File: src/rtl/sram_port_arbiter.sv
// sram_port_arbiter
// Merges the instruction-fetch and data-access SRAM-like request ports onto
// one shared SRAM-like master port. A small owner FIFO remembers who issued
// each accepted transaction so in-order responses are steered back correctly.
// Compile-time option: define ARB_RR_EN for round-robin arbitration on
// contention; otherwise data has fixed priority over inst.

module sram_port_arbiter #(
  parameter int MAX_OUTSTANDING = 2  // owner FIFO depth: 1, 2 or 4
) (
  input  logic        clk,
  input  logic        reset,

  input  logic        inst_req,
  input  logic        inst_wr,
  input  logic [1:0]  inst_size,
  input  logic [3:0]  inst_wstrb,
  input  logic [31:0] inst_addr,
  input  logic [31:0] inst_wdata,
  output logic        inst_addr_ok,
  output logic        inst_data_ok,
  output logic [31:0] inst_rdata,

  input  logic        data_req,
  input  logic        data_wr,
  input  logic [1:0]  data_size,
  input  logic [3:0]  data_wstrb,
  input  logic [31:0] data_addr,
  input  logic [31:0] data_wdata,
  output logic        data_addr_ok,
  output logic        data_data_ok,
  output logic [31:0] data_rdata,

  output logic        mem_req,
  output logic        mem_wr,
  output logic [1:0]  mem_size,
  output logic [3:0]  mem_wstrb,
  output logic [31:0] mem_addr,
  output logic [31:0] mem_wdata,
  input  logic        mem_addr_ok,
  input  logic        mem_data_ok,
  input  logic [31:0] mem_rdata,

  output logic        busy
);

  localparam int CNT_W = $clog2(MAX_OUTSTANDING) + 1;
  localparam int PTR_W = (MAX_OUTSTANDING > 1) ? $clog2(MAX_OUTSTANDING) : 1;

  typedef enum logic {
    OWN_INST = 1'b0,
    OWN_DATA = 1'b1
  } owner_e;

  logic                       lock_v;
  owner_e                     lock_own;
  logic [MAX_OUTSTANDING-1:0] own_fifo;
  logic [PTR_W-1:0]           wr_ptr;
  logic [PTR_W-1:0]           rd_ptr;
  logic [CNT_W-1:0]           cnt;
  logic [CNT_W-1:0]           cnt_nxt;
`ifdef ARB_RR_EN
  owner_e                     rr_last;
`endif

  owner_e winner;
  owner_e head_own;
  logic   win_req;
  logic   full;
  logic   push;
  logic   pop;

  // Advance a FIFO pointer, wrapping at the configured depth.
  function automatic logic [PTR_W-1:0] ptr_inc(input logic [PTR_W-1:0] p);
    return (p == PTR_W'(MAX_OUTSTANDING - 1)) ? '0 : p + PTR_W'(1);
  endfunction

  // Pick the winning requester: a held lock first, then the contention policy.
  always_comb begin
    // NOTE: every always_comb output gets a default before any branch so no
    // path leaves it unassigned, which would infer a latch.
    winner = OWN_INST;
    if (lock_v) begin
      winner = lock_own;
    end else if (inst_req && data_req) begin
`ifdef ARB_RR_EN
      winner = (rr_last == OWN_INST) ? OWN_DATA : OWN_INST;
`else
      winner = OWN_DATA;
`endif
    end else if (data_req) begin
      winner = OWN_DATA;
    end
  end

  // Master-port request, handshake qualifiers and response steering.
  always_comb begin
    win_req  = (winner == OWN_DATA) ? data_req : inst_req;
    full     = (cnt == CNT_W'(MAX_OUTSTANDING));
    mem_req  = win_req && !full && !reset;
    push     = mem_req && mem_addr_ok;
    pop      = mem_data_ok && (cnt != '0) && !reset;
    head_own = owner_e'(own_fifo[rd_ptr]);

    inst_addr_ok = push && (winner == OWN_INST);
    data_addr_ok = push && (winner == OWN_DATA);
    inst_data_ok = pop && (head_own == OWN_INST);
    data_data_ok = pop && (head_own == OWN_DATA);
    inst_rdata   = mem_rdata;
    data_rdata   = mem_rdata;

    busy = !reset && ((cnt != '0) || lock_v);

    unique case ({push, pop})
      2'b10:   cnt_nxt = cnt + CNT_W'(1);
      2'b01:   cnt_nxt = cnt - CNT_W'(1);
      default: cnt_nxt = cnt;
    endcase
  end

  // Request fields follow the winner whether or not mem_req is raised.
  always_comb begin
    if (winner == OWN_DATA) begin
      mem_wr    = data_wr;
      mem_size  = data_size;
      mem_wstrb = data_wstrb;
      mem_addr  = data_addr;
      mem_wdata = data_wdata;
    end else begin
      mem_wr    = inst_wr;
      mem_size  = inst_size;
      mem_wstrb = inst_wstrb;
      mem_addr  = inst_addr;
      mem_wdata = inst_wdata;
    end
  end

  // Control state: grant lock, FIFO pointers, occupancy and round-robin history.
  always_ff @(posedge clk) begin
    // NOTE: sequential state uses non-blocking assignments so every register
    // samples pre-edge values regardless of statement order.
    if (reset) begin
      lock_v   <= 1'b0;
      lock_own <= OWN_INST;
      wr_ptr   <= '0;
      rd_ptr   <= '0;
      cnt      <= '0;
`ifdef ARB_RR_EN
      rr_last  <= OWN_INST;
`endif
    end else begin
      if (lock_v && !win_req) begin
        lock_v <= 1'b0;  // locked owner withdrew its request
      end else if (push) begin
        lock_v <= 1'b0;
      end else if (mem_req) begin
        lock_v   <= 1'b1;
        lock_own <= winner;
      end

      if (push) begin
        wr_ptr <= ptr_inc(wr_ptr);
`ifdef ARB_RR_EN
        rr_last <= winner;
`endif
      end
      if (pop) begin
        rd_ptr <= ptr_inc(rd_ptr);
      end
      cnt <= cnt_nxt;
    end
  end

  // Owner FIFO storage: one bit per entry recording who issued the request.
  always_ff @(posedge clk) begin
    // NOTE: the storage array is deliberately not reset; an entry is only read
    // after it has been written, and cnt/pointers carry all reset state.
    if (push) begin
      own_fifo[wr_ptr] <= winner;
    end
  end

endmodule

File: config.mk
export PLATFORM = sky130hd
export DESIGN_NAME = sram_port_arbiter
export DESIGN_NICKNAME = d
export VERILOG_FILES = /design/src/rtl/sram_port_arbiter.sv
export SDC_FILE = /design/constraint.sdc
export NUM_CORES = 1
export LEC_CHECK = 0
export BUFFER_PORTS_ARGS = -buffer_cell sky130_fd_sc_hd__buf_4
export CORE_AREA = 2 2 126 128
export CTS_BUF_LIST = sky130_fd_sc_hd__clkbuf_16
export CTS_CLUSTER_SIZE = 25
export DETAILED_ROUTE_END_ITERATION = 10
export DIE_AREA = 0 0 128 130
export PLACE_DENSITY = 0.49
export SLEW_MARGIN = 20
export SYNTH_ARGS = -nofsm -noshare
export SYNTH_HDL_FRONTEND = slang
export SYNTH_SLANG_ARGS = --single-unit
File: constraint.sdc
create_clock -name clk -period 4.7 [get_ports clk]
set_clock_uncertainty 0.05 [all_clocks]
set_input_delay 0.235 -clock clk [delete_from_list [all_inputs] [get_ports clk]]
set_output_delay 0.235 -clock clk [all_outputs]
set_load 0.02 [all_outputs]
==> results of run 1 <==
-- final cells by class --
type	count	area, sq um	area share
inverter	2	7.51	0.00230
clock inverter	1	3.75	0.00115
tap	192	240	0.0737
timing repair buffer	226	1700	0.521
clock buffer	3	75.1	0.0230
sequential	8	180	0.0553
multi-input combinational	248	1050	0.324
-- flip-flops by register name, indices dropped and copies added, names as in the netlist --
name,count
lock_own,1
wr_ptr,1
cnt,2
own_fifo,2
lock_v,1
rd_ptr,1
-- per-stage QoR --
| stage | util | hold WS [ns] | cell area (sq um) |
|---|---|---|---|
| 2_1_floorplan | - | 0.352 | 1780 |
| 3_3_place_gp | 0.206 | 0.420 | 3180 |
| 3_5_place_dp | 0.206 | 0.420 | 3180 |
| 4_1_cts | 0.211 | 0.221 | 3260 |
| 5_1_grt | 0.211 | 0.236 | 3260 |
| 6_report | 0.211 | 0.219 | 3260 |
-- cell usage in the layout (no fill, tap or decap), types with 3 or more instances in the layout --
cell,count
a21oi_1,3
buf_4,226
clkbuf_16,3
dfxtp_1,6
nand2_1,214
nor2_1,8
-- power by group through the flow --
stage                     clock [uW]  combinational (uW)  sequential (uW)
after floorplan                    0                 276             83.0
after global placement             0                 413             85.3
after detailed placement           0                 413             85.4
after CTS                        150                 414             84.3
after global routing             151                 446             85.6
final                            147                 408             84.2
-- cell families (layout without fill, tap and decap cells) --
group | Yosys count | in the layout | share of synthesized area
adder cells (fa/ha/maj) | 1 | 1 | 0.00703
multiplexers | 3 | 3 | 0.0169
XOR/XNOR | 3 | 3 | 0.0148
AO/OA/AOI/OAI | 9 | 9 | 0.0429
buffers and inverters | 82 | 232 | 0.313
AND/OR/NAND/NOR | 232 | 232 | 0.504
flip-flops | 8 | 8 | 0.101
-- metal layers --
metal / part of all wire / up-vias
met3: 0.11 / 24
met5: 0 / -
met4: 0.019 / 0
met1: 0.40 / 949
met2: 0.46 / 143
li1: - / 1262
-- critical path, stage by stage (launching register included) --
cell	delay [ns]
dfxtp_1	0.39
mux2i_4	0.23
inv_2	0.51
buf_4	0.48
nand2_1	0.13
nand2_1	0.09
buf_4	0.13
-- path summary, 6_finish.rpt --
path,start,slack (ns),to,cells past startpoint
worst max-delay path,lock_v$_SDFFE_PP0P_,2.21,mem_wdata[6],6
worst min-delay path,reset,0.22,cnt[1]$_SDFFE_PP0P_,2
worst max register to register,lock_own$_SDFFE_PP0P_,2.45,cnt[1]$_SDFFE_PP0P_,6
worst min register to register,wr_ptr$_SDFFE_PP0P_,0.43,wr_ptr$_SDFFE_PP0P_,1
==> impl_metrics.tcl, run 1 <==
set metrics [dict create \
    dp.cells 676 \
    final_cell_count_no_fill 680 \
    finalCriticalPeriod_ns 2.49 \
    intPower_uw 387 \
    critPathLaunchType "register" \
    grt_usage 0.0737 \
    synth_commonest_cells "nand2_1, buf_4, clkbuf_1, nor2_1, buf_2" \
    power_density_mw_per_mm2 196 \
    leakagePower_uw 0.00193 \
    clockRootBuffer "clkbuf_16" \
    yosys.cell_types.count 27 \
    place.gp.congestion 0.734 \
    synth_area_sq_mm 0.00178 \
    hold_class "input pin to register" \
    grt_setup_unrepaired "false" \
    core_area_sq_mm 0.0154 \
    worstPathArrival_ns 2.20 \
    ctsHoldBuffers 0 \
    hold_viol 0 \
    clock_path_buffers 2 \
    setup_viol 0 \
    dp_slack_ns 2.38 \
    cp-end-kind "output port" \
    grt_max_degree 74 \
    rows 46 \
    nFillCells 1807 \
    dr.first_iter.drc_count 70 \
    placement.io_buffers 224 \
    peakVddDrop_uv 97.7 \
    yosysMostFrequentCell "nand2_1" \
    die_w_um 128 \
    dieArea_sq_mm 0.0166 \
    synth_nets 519 \
    grt_pass1_wl_um 10100 \
    period_share 0.530 \
    setup_slack_ns 2.21 \
    p_total_uw 639 \
    wl_um 7180 \
    p_sw_frac 0.395 \
    grtUsageMet3 0.0291 \
    htreeDepth 1 \
    n_antenna_cell 0 \
    die_y_um 130 \
    power_switching_uw 253 \
    synthFlopType "dfxtp_1" \
    async_flop_share 0 \
    clk-insertion-delay-late_ns 0.23 \
    p_seq_frac 0.132 \
    slew_viol_final 0 \
    cts_sinks 8 \
    cts_resized 0 \
    syn_area_per_cell_sq_um 5.26 \
    yosys.area.top_type "nand2_1" \
    synth_edf_count 2 \
    drcViolationCount 0 \
    drt-vias-per-instance 3.50 \
    grt_use_met2 0.120 \
    clockPowerShare 0.230 \
    nNetsFinal 670 \
    area_growth_pct 83.1 \
    initial_utilization 0.115 \
    synth_warnings 0 \
    tightest_slew_ns 0.764 \
    max_freq_ghz 0.402 \
    grt_overflow 0 \
    critPathMaxFanout 38 \
    clkTransAtPathRegs_ns 0.04 \
    grt_pass1_vias 2107 \
    max-slew-margin-rel 0.491 \
    grtUsageMet1 0.0895 \
    crit_type "register to output port" \
    drive_gt1_frac 0.477 \
    synth_top_area_frac 0.451 \
    synth.area.top_cells "nand2_1, buf_4, dfxtp_1" \
    antenna_found_initial 0 \
    cts-buffers-inserted 3 \
    boundaryPins 321 \
    crit_required_ns 4.41 \
    grt-busiest-layer "met2" \
    vias 2378 \
    ys_seq_area_frac 0.101 \
    drt.antenna.violating_nets 0 \
    wire_per_inst_um 10.6 \
    ys_seq_elements 8 \
    combPwrFrac 0.638 \
    tritoncts "done" \
    syn_inst 338 \
    dr.pass1.iters 4 \
    fin_setup_tns_ns 0 \
    post_cts_buffers 0 \
    dp_hpwl_um 5740 \
    status "finished clean" \
    cap_violations 0 \
]
No activity file was read; power rests on OpenSTA's default activity.
==> run 2, diff against run 1 <==
- clock period: 4.7 -> 2.3 ns (I/O delays scaled with it)
==> run 2 against run 1 <==
Critical path depth stayed put; worst setup slack worse by 1.9 ns; sequential power is 100% higher; utilization is 0.28 points higher; final area is 1.3% higher; non-clock buffer count is 4 higher; flip-flop and latch count stayed put; combinational power is 110% higher; largest power group unchanged; cell count is 0.59% higher.
==> impl_metrics.tcl, run 2 (same netlist as run 1, synthesis figures left out) <==
set metrics [dict create \
    tritoncts "done" \
    timing.rr.end "cnt[1]$_SDFFE_PP0P_" \
    setup_viol 0 \
    hold_class "input pin to register" \
    cp-end-kind "register" \
    final_area_sq_mm 0.00330 \
    crit_type "register to register" \
    dr.first_iter.drc_count 50 \
    grt_usage 0.0737 \
    period_share 0.880 \
    hold_end "cnt[1]$_SDFFE_PP0P_" \
    min_from "reset" \
    cts-buffers-inserted 3 \
    ctsHoldBuffers 0 \
    clk-insertion-delay-late_ns 0.24 \
    cts_resized 0 \
    clock_path_buffers 2 \
    placement.io_buffers 224 \
    worstPathArrival_ns 2.14 \
    area_growth_pct 85.5 \
    grt_pass1_wl_um 10100 \
    drcViolationCount 0 \
    dr.pass1.iters 4 \
    drt.antenna.violating_nets 0 \
    critPathMaxFanout 3 \
    rows 46 \
    placed_area_sq_mm 0.00322 \
    slew_viol_final 0 \
    peakVddDrop_uv 184 \
    boundaryPins 321 \
    fin_setup_tns_ns 0 \
    reg2reg_depth 6 \
    grt_max_degree 42 \
    cap_violations 0 \
    holdWs_ns 0.0988 \
    antenna_found_initial 0 \
    nNetsFinal 674 \
    clkTransAtPathRegs_ns 0.04 \
    status "finished clean" \
    vias 2360 \
    die_y_um 130 \
    rrSetupSlack_ns 0.28 \
    post_cts_buffers 0 \
    grt_pass1_vias 2044 \
    cts_sinks 8 \
    max_freq_ghz 0.494 \
    wire_per_inst_um 10.4 \
    grt_overflow 0 \
    max-slew-margin-rel 0.725 \
    dp_hpwl_um 5870 \
    critPathLaunchType "register" \
    htreeDepth 1 \
    initial_utilization 0.115 \
    wl_um 7100 \
    drt-vias-per-instance 3.45 \
    n_antenna_cell 0 \
    power_density_mw_per_mm2 399 \
    die_w_um 128 \
    drive_gt1_frac 0.482 \
    r2r_start "lock_own$_SDFFE_PP0P_" \
    hold_viol 0 \
    place.gp.congestion 0.709 \
    grt_setup_unrepaired "false" \
    nFillCells 1798 \
    finalCriticalPeriod_ns 2.02 \
    core_area_sq_mm 0.0154 \
    min_path_cells 2 \
    mostFrequentLayoutCells "buf_4, nand2_1, nor2_1" \
    leakagePower_uw 0.00195 \
    clockRootBuffer "clkbuf_16" \
    startpoint "lock_own$_SDFFE_PP0P_" \
    crit_required_ns 2.42 \
    largestRegisters "cnt: 2 flops, own_fifo: 2 flops" \
    tightest_slew_ns 0.408 \
    final_common_cell "buf_4" \
    dieArea_sq_mm 0.0166 \
]
run 2: area by class of cell:
| cell class | count | area (sq um) | share of cell area |
|---|---|---|---|
| clock buffer | 3 | 75.1 | 0.0227 |
| clock inverter | 1 | 3.75 | 0.00114 |
| inverter | 2 | 7.51 | 0.00227 |
| multi-input combinational | 248 | 1050 | 0.320 |
| sequential | 8 | 180 | 0.0546 |
| tap | 192 | 240 | 0.0728 |
| timing repair buffer | 230 | 1740 | 0.527 |
run 2: worst max-delay path by stage:
stage,cells past startpoint,slack [ns],endpoint
6_report,6,0.28,cnt[1]$_SDFFE_PP0P_
5_1_grt,6,0.17,cnt[1]$_SDFFE_PP0P_
4_1_cts,6,0.25,cnt[1]$_SDFFE_PP0P_
3_5_place_dp,6,0.27,cnt[1]$_SDFFE_PP0P_
3_3_place_gp,6,0.31,cnt[1]$_SDFFE_PP0P_
2_1_floorplan,6,0.08,cnt[1]$_SDFFE_PP0P_
run 2: worst max-delay path, stage by stage (launching register included):
cell,delay (ns)
dfxtp_1,0.40
mux2i_1,0.16
a2111oi_4,0.39
nand2_1,0.13
ha_1,0.35
or3_1,0.35
a21oi_1,0.13
run 2: per-stage QoR:
step                      cells  setup slack (ns)  power (uW)  utilization
after CTS                   684             0.251        1340        0.214
after floorplan             338            0.0838         733            -
final                       684             0.276        1320        0.214
after global routing        684             0.167        1410        0.214
after global placement      680             0.311        1030        0.209
after detailed placement    680             0.268        1030        0.209
run 2: where the power goes:
group          internal (uW)  switching [uW]
clock network            227            71.4
logic                    417             431
registers                158            13.9
total                    801             517
run 2: metal layers:
layer / GRT usage / vias up / wire length [um]
met2: 0.128 / 140 / 3370
met4: 0.0226 / 0 / 136
met3: 0.0312 / 25 / 852
met1: 0.0825 / 928 / 2750
li1: - / 1267 / -
met5: 0 / - / 0
==> run 3, diff against run 2 <==
- PLACE_DENSITY: 0.49 -> default
- PLACE_DENSITY_LB_ADDON: default -> 0.15
==> run 3 against run 2 <==
Clock-buffer cell count is the same; final area is 0.38% lower; clock power about the same.
==> impl_metrics.tcl, run 3 (same netlist as run 1, synthesis figures left out) <==
set metrics [dict create \
    boundaryPins 321 \
    critPathLaunchType "register" \
    grt_max_degree 43 \
    setup_viol 0 \
    clkTransAtPathRegs_ns 0.04 \
    cts-buffers-inserted 3 \
    area_growth_pct 84.8 \
    die_y_um 130 \
    finalCriticalPeriod_ns 2.02 \
    vias 2426 \
    mostFrequentLayoutCells "buf_4, nand2_1, nor2_1" \
    min_from "reset" \
    critPathTopFamily "compound AO/OA/AOI/OAI gates" \
    dieArea_sq_mm 0.0166 \
    grt_use_met2 0.148 \
    tightest_slew_ns 0.458 \
    rrSetupSlack_ns 0.28 \
    dp_hpwl_um 6200 \
    post_cts_buffers 0 \
    grt_pass1_vias 2231 \
    drt-vias-per-instance 3.55 \
    antenna_found_initial 0 \
    slew_viol_final 0 \
    cp-end-kind "register" \
    cts_sinks 8 \
    holdWs_ns 0.0980 \
    grtUsageMet3 0.0193 \
    critPathBufInv 0 \
    power_density_mw_per_mm2 401 \
    place.gp.congestion 0.731 \
    rows 46 \
    wl_um 7610 \
    largestRegisters "cnt: 2 flops, own_fifo: 2 flops" \
    worstPathArrival_ns 2.13 \
    critPathMaxFanout 3 \
    leakagePower_uw 0.00194 \
    final_common_cell "buf_4" \
    cts_resized 0 \
    dr.first_iter.drc_count 64 \
    wire_per_inst_um 11.1 \
    clk-insertion-delay-late_ns 0.23 \
    placement.io_buffers 224 \
    critPathSlowestCell "dfxtp_1" \
    startpoint "lock_own$_SDFFE_PP0P_" \
    status "finished clean" \
    nNetsFinal 674 \
    timing.rr.end "cnt[1]$_SDFFE_PP0P_" \
    grt-busiest-layer "met2" \
    r2r_start "lock_own$_SDFFE_PP0P_" \
    grt_pass1_wl_um 11000 \
    initial_utilization 0.115 \
    ctsHoldBuffers 0 \
    fin_setup_tns_ns 0 \
    hold_viol 0 \
    drcViolationCount 0 \
    drt.antenna.violating_nets 0 \
    drive_gt1_frac 0.482 \
    reg2reg_depth 6 \
    grt_usage 0.0809 \
    tritoncts "done" \
    peakVddDrop_uv 152 \
    cp_cell_sequence "mux2i_1 -> a2111oi_4 -> nand2_1 -> ha_1 -> or3_1 -> a21oi_1" \
    die_w_um 128 \
    dr.pass1.iters 4 \
    grt_setup_unrepaired "false" \
    grtUsageMet1 0.0972 \
    max_freq_ghz 0.496 \
    final_core_util 0.213 \
    htreeDepth 1 \
    period_share 0.877 \
    cap_violations 0 \
    n_antenna_cell 0 \
    crit_type "register to register" \
    hold_end "cnt[1]$_SDFFE_PP0P_" \
    core_area_sq_mm 0.0154 \
    clock_path_buffers 2 \
    grt_overflow 0 \
    hold_class "input pin to register" \
    min_path_cells 2 \
    max-slew-margin-rel 0.694 \
    nFillCells 1787 \
    max_stage_delay_ns 0.41 \
    crit_required_ns 2.41 \
    clockRootBuffer "clkbuf_16" \
]
-- run 3: cell count changes in the layout (fill, tap and decap cells not counted) --
cell    delta
buf_12     -1
buf_4      +1
-- run 3: layout make-up --
type / count / area [sq um] / share of cell area
Tap cell: 192 / 240 / 0.0731
Sequential cell: 8 / 180 / 0.0548
Timing Repair Buffer: 230 / 1730 / 0.525
Clock inverter: 1 / 3.75 / 0.00114
Inverter: 2 / 7.51 / 0.00228
Multi-Input combinational cell: 248 / 1050 / 0.321
Clock buffer: 3 / 75.1 / 0.0228
-- run 3: routing by layer --
| metal | vias up | routed length (um) |
|---|---|---|
| met5 | - | 0 |
| met4 | 0 | 53 |
| met3 | 12 | 561 |
| met2 | 129 | 3990 |
| met1 | 1016 | 3010 |
| li1 | 1269 | - |
-- run 3: worst register-to-register path, cell delays in order (launching register included) --
cell	delay, ns
dfxtp_1	0.41
mux2i_1	0.16
a2111oi_4	0.39
nand2_1	0.12
ha_1	0.34
or3_1	0.35
a21oi_1	0.13
-- run 3: how the worst max path moves through the flow --
stage	slack, ns	depth (start not counted)	to
after detailed placement	0.30	6	cnt[1]$_SDFFE_PP0P_
after global placement	0.31	6	cnt[1]$_SDFFE_PP0P_
after floorplan	0.08	6	cnt[1]$_SDFFE_PP0P_
after global routing	0.09	6	cnt[1]$_SDFFE_PP0P_
after CTS	0.27	5	mem_addr[13]
final	0.28	6	cnt[1]$_SDFFE_PP0P_
-- run 3: per-stage QoR --
step / area [sq um] / total power [uW] / std cells / setup WS (ns)
floorplan: 1780 / 733 / 338 / 0.0838
global placement: 3210 / 1040 / 680 / 0.309
detailed placement: 3210 / 1030 / 680 / 0.304
CTS: 3290 / 1340 / 684 / 0.266
global route: 3290 / 1410 / 684 / 0.0857
finish: 3290 / 1320 / 684 / 0.283
-- run 3: power breakdown --
group	internal [uW]	switching [uW]	total, uW
clock network	227	69.4	296
logic	413	438	851
registers	158	13.9	172
total	797	522	1320
